===== config.mk =====
export PLATFORM = sky130hd
export DESIGN_NAME = pipe_ctrl
export DESIGN_NICKNAME = d
export VERILOG_FILES = /design/src/rtl/pipe_ctrl.sv
export SDC_FILE = /design/constraint.sdc
export NUM_CORES = 1
export LEC_CHECK = 0
export CAP_MARGIN = 20
export CORE_MARGIN = 5
export CORE_UTILIZATION = 42
export DETAILED_ROUTE_END_ITERATION = 16
export PLACE_DENSITY = 0.85
export SYNTH_ARGS = -nofsm -noshare
export SYNTH_HDL_FRONTEND = slang
export SYNTH_SLANG_ARGS = --single-unit

===== constraint.sdc =====
create_clock -name clk -period 4.28 [get_ports clk]
set_clock_uncertainty 0.2 [all_clocks]
set_input_delay 0.642 -clock clk [delete_from_list [all_inputs] [get_ports clk]]
set_output_delay 0.642 -clock clk [all_outputs]
set_load 0.03 [all_outputs]

===== src/rtl/pipe_ctrl.sv =====
// Pipeline hold/flush controller: merges stall sources into hold_flag_o and sequences timed holds and jump flush bubbles.
// Latency: level holds and the jump redirect are combinational; timed/flush holds start one cycle after the sampling edge.
// Backpressure: none; requests that arrive during an active timed/flush hold are dropped. Macro PIPE_CTRL_TIMED_HOLD_EN builds the TIMED state.
module pipe_ctrl #(
   parameter int FLUSH_CYCLES = 1,
   parameter int CNT_W        = 3
) (
   input  logic             clk,
   input  logic             rst,
   input  logic             jump_flag_i,
   input  logic [31:0]      jump_addr_i,
   input  logic             hold_flag_ex_i,
   input  logic             hold_flag_clint_i,
   input  logic             hold_flag_rib_i,
   input  logic             timed_hold_req_i,
   input  logic [CNT_W-1:0] timed_hold_len_i,
   output logic [2:0]       hold_flag_o,
   output logic             jump_flag_o,
   output logic [31:0]      jump_addr_o,
   output logic             timed_hold_busy_o,
   output logic [31:0]      stall_cnt_o
);

   // Hold levels; Hold_If (2) exists in the encoding but no source here uses it.
   localparam logic [2:0] HOLD_NONE = 3'd0;
   localparam logic [2:0] HOLD_PC   = 3'd1;
   localparam logic [2:0] HOLD_ID   = 3'd3;

   localparam logic [CNT_W-1:0] FLUSH_LOAD = CNT_W'(FLUSH_CYCLES);
   localparam logic [CNT_W-1:0] CNT_ONE    = CNT_W'(1);

   typedef enum logic [1:0] {
      ST_IDLE  = 2'd0,
      ST_TIMED = 2'd1,
      ST_FLUSH = 2'd2
   } state_t;

   state_t           state;
   state_t           state_nxt;
   logic [CNT_W-1:0] cnt;
   logic [CNT_W-1:0] cnt_nxt;
   logic [31:0]      stall_cnt;

`ifndef PIPE_CTRL_TIMED_HOLD_EN
   // Timed-hold request ports stay on the boundary but have no effect in this build.
   logic unused_timed_hold;
   assign unused_timed_hold = timed_hold_req_i ^ (^timed_hold_len_i);
`endif

   // State register: synchronous reset abandons any hold in progress.
   always_ff @(posedge clk) begin
      if (!rst) begin
         state <= ST_IDLE;
         cnt   <= '0;
      end else begin
         state <= state_nxt;
         cnt   <= cnt_nxt;
      end
   end

   // Next state: a jump always wins and reloads the flush; otherwise count down or accept a new timed hold.
   always_comb begin
      state_nxt = state;
      cnt_nxt   = cnt;
      if (jump_flag_i) begin
         if (FLUSH_CYCLES > 0) begin
            state_nxt = ST_FLUSH;
            cnt_nxt   = FLUSH_LOAD;
         end else begin
            state_nxt = ST_IDLE;
            cnt_nxt   = '0;
         end
      end else begin
         case (state)
            ST_IDLE: begin
`ifdef PIPE_CTRL_TIMED_HOLD_EN
               if (timed_hold_req_i && (timed_hold_len_i != '0)) begin
                  state_nxt = ST_TIMED;
                  cnt_nxt   = timed_hold_len_i;
               end
`endif
            end
            ST_TIMED, ST_FLUSH: begin
               // Requests arriving here are deliberately dropped, not queued.
               if (cnt == CNT_ONE) begin
                  state_nxt = ST_IDLE;
                  cnt_nxt   = '0;
               end else begin
                  cnt_nxt = cnt - CNT_ONE;
               end
            end
            default: begin
               state_nxt = ST_IDLE;
               cnt_nxt   = '0;
            end
         endcase
      end
   end

   // Outputs: maximum of active hold levels plus redirect, all forced to zero while in reset.
   always_comb begin
      hold_flag_o       = HOLD_NONE;
      jump_flag_o       = 1'b0;
      jump_addr_o       = '0;
      timed_hold_busy_o = 1'b0;
      if (rst) begin
         if (hold_flag_rib_i) begin
            hold_flag_o = HOLD_PC;
         end
         if (jump_flag_i || hold_flag_ex_i || hold_flag_clint_i || (state != ST_IDLE)) begin
            hold_flag_o = HOLD_ID;
         end
         jump_flag_o = jump_flag_i;
         if (jump_flag_i) begin
            jump_addr_o = jump_addr_i;
         end
`ifdef PIPE_CTRL_TIMED_HOLD_EN
         timed_hold_busy_o = (state == ST_TIMED);
`endif
      end
   end

   // Stall statistics: count every cycle the pipeline is held at any level; wraps naturally.
   always_ff @(posedge clk) begin
      if (!rst) begin
         stall_cnt <= '0;
      end else if (hold_flag_o != HOLD_NONE) begin
         stall_cnt <= stall_cnt + 32'd1;
      end
   end

   assign stall_cnt_o = stall_cnt;

endmodule


==> results.py <==
metrics = {
    "sta": {
        "setup_viol": 0,
        "finalCritPeriodShare_pct": 80.9,
        "max_freq_mhz": 289,
        "rsz0062_at_grt": "no",
        "drv_slew": 0,
        "min_period_ns": 3.46,
        "finalSetupTns_ns": 0,
        "hold_viol": 0,
    },
    "setup_path": {
        "crit_buf_inv": 2,
        "crit_fanout": 11,
        "cp_top_family": "buffers and inverters",
        "critPathLaunchType": "input port",
        "cpMostUsedCell": "clkdlybuf4s50_1",
        "cp_cell_sequence": "clkdlybuf4s50_1 > or4_1 > and2_1 > clkdlybuf4s50_1",
        "cpPeakStageDelay_ns": 0.72,
        "critical_path_required_ns": 3.44,
        "slowest_stage": "or4_1",
        "critPathArrivalTime_ns": 2.62,
        "crit_path_end_kind": "primary output",
        "critPathKind": "input port to primary output",
    },
    "yosys": {
        "synth_top_area_cell": "dfxtp_1",
        "synthesis.area_um2": 2070,
        "syn_inst": 258,
        "synth_top_cell_area_share_pct": 34.8,
        "postSynth.asyncResetShare_pct": 0,
        "yosysWarnings": 0,
        "synth_edf_count": 0,
        "synthTopCellsByArea": "dfxtp_1, and3_1, or4_1",
        "avgSynthCellArea_um2": 8.02,
        "synth_common_cells": "dfxtp_1, and3_1, a21oi_1",
        "ys_seq_elements": 36,
        "ys.flop_type": "dfxtp_1",
        "yosysMostFrequentCell": "dfxtp_1",
        "ys_seq_area_share_pct": 34.8,
        "synth_cell_type_count": 34,
    },
    "global_route": {
        "grt_pass1_wl_um": 10400,
        "grt_pass1_vias": 2135,
        "antenna_found_initial": 0,
        "grt-busiest-layer": "met2",
        "grt_use_met3_pct": 7.17,
        "grt_max_degree": 48,
        "grt_use_total_pct": 20.1,
        "use_met1_pct": 25.0,
        "gr-total-overflow": 0,
        "grt_util_met2_pct": 31.6,
    },
    "pwr": {
        "pwr_density_cell_nw_per_um2": 246,
        "vdd_drop_max_mv": 0.160,
        "power.leakage_nw": 1.17,
    },
    "routing": {
        "ant_nets": 0,
        "drt_iter0_markers": 133,
        "wl_per_cell_um": 15.7,
        "dr.pass1.iters": 5,
        "wirelength_um": 6610,
        "vias": 2344,
        "viasPerCell": 5.57,
        "drc": 0,
    },
    "floorplan": {
        "die_area_um2": 6430,
        "die_y_um": 80.2,
        "initial_core_util_pct": 43.5,
        "ioPinCount": 111,
        "die_x_um": 80.2,
        "coreArea_um2": 4750,
        "rows": 25,
    },
    "run": {
        "drv_cap": 0,
    },
    "run_status": {
        "status": "complete, no violations",
    },
    "placement": {
        "portBuffers": 104,
        "gp_congestion": 0.786,
        "hpwl_um": 4680,
    },
    "clock_tree": {
        "htreeDepth": 2,
        "ctsResizeCount": 0,
        "cts_hold_buf": 0,
        "clkTransAtPathRegs_ns": 0.08,
        "cts-root-buf": "clkbuf_8",
        "cts_setup_buffers": 0,
        "cts_made_buffers": 5,
        "cts.path.max_buffers": 2,
        "tritoncts": "yes",
        "insertion_delay_ns": 0.29,
        "numClockSinks": 36,
    },
    "final_layout": {
        "drive_gt1_share_pct": 4.24,
        "diodes": 0,
        "syn2layout_area_growth_pct": 56.8,
        "utilization_pct": 68.2,
        "nNetsFinal": 398,
        "fillers": 398,
    },
    "worst_hold_path": {
        "hold_class": "flop to flop",
    },
}
==> stage by stage <==
step	hold WS (ns)	setup slack, ns	cells	power [mW]	area, um2
final	0.285	0.819	421	0.798	3240
after global routing	0.312	0.760	421	0.825	3240
after CTS	0.288	0.826	421	0.801	3240
after detailed placement	0.278	0.836	413	0.502	3130
after global placement	0.261	0.861	413	0.499	3130
after floorplan	0.271	1.66	259	0.427	2070
==> sequential cells by signal, summed over array words and instances (netlist names) <==
name and cells:
cnt 3, stall_cnt_o 32, state 1
==> worst reg2reg max path, stage by stage, from the launching register on <==
cell and delay, ns:
dfxtp_1 0.46, ha_1 0.30, and4_1 0.31, or4b_1 0.66, or4_1 0.53, a21oi_1 0.14
==> final cells by class <==
cell class              instances  area [um2]  area share [%]
multi-input cells             195        1230            38.0
clock buffers                   5        68.8            2.12
repair buffers                108        1070            32.9
well taps                      67        83.8            2.58
clock inverters                 3        42.5            1.31
flip-flops and latches         36         721            22.2
inverters                       7        26.3           0.810
==> final timing paths <==
kind	startpoint	end	slack, ns	cells after the start
setup reg to reg	stall_cnt_o[0]	stall_cnt_o[26]	1.63	5
hold / removal	stall_cnt_o[31]	stall_cnt_o[31]	0.28	2
setup / recovery	jump_flag_i	hold_flag_o[1]	0.82	4
hold reg to reg	stall_cnt_o[31]	stall_cnt_o[31]	0.28	2
==> layer usage <==
layer / routed length (um) / vias up
met5: 0 / -
met4: 171 / 0
met3: 541 / 18
met2: 3140 / 88
met1: 2760 / 1083
li1: - / 1155
==> cell families (layout without fill, tap and decap cells) <==
group / after synthesis / after routing / share of synthesized area [%]
simple gates: 125 / 125 / 35.6
compound gates: 54 / 54 / 16.9
fa+ha+maj: 3 / 3 / 1.82
mux: 3 / 3 / 1.45
buf+inv: 28 / 123 / 5.75
xor+xnor: 8 / 8 / 3.39
other cells: 1 / 2 / 0.181
flops: 36 / 36 / 34.8
==> where the power goes <==
group | internal, mW | total, mW | switching [mW] | leakage, nW
registers | 0.340 | 0.348 | 0.00839 | 0.291
logic | 0.0717 | 0.147 | 0.0755 | 0.824
clock network | 0.172 | 0.303 | 0.130 | 0.0541
==> cell usage in the layout, fill, tap and decap left out, drive strengths merged, types with 2 or more instances in the layout <==
master / n
clkdlybuf4s50: 103
dfxtp: 36
and3: 34
a21oi: 22
or4: 18
o31ai: 16
nor2: 15
nand2: 15
nand3: 10
nand4: 8
inv: 7
xor2: 7
nand2b: 6
and2: 5
and4: 5
clkbuf: 5
buf: 5
nor4: 4
o21ai: 4
o2111ai: 4
o211ai: 4
mux2i: 3
ha: 3
or3: 2
o21bai: 2
nor3: 2
conb: 2
No activity file was read; power rests on OpenSTA's default activity.
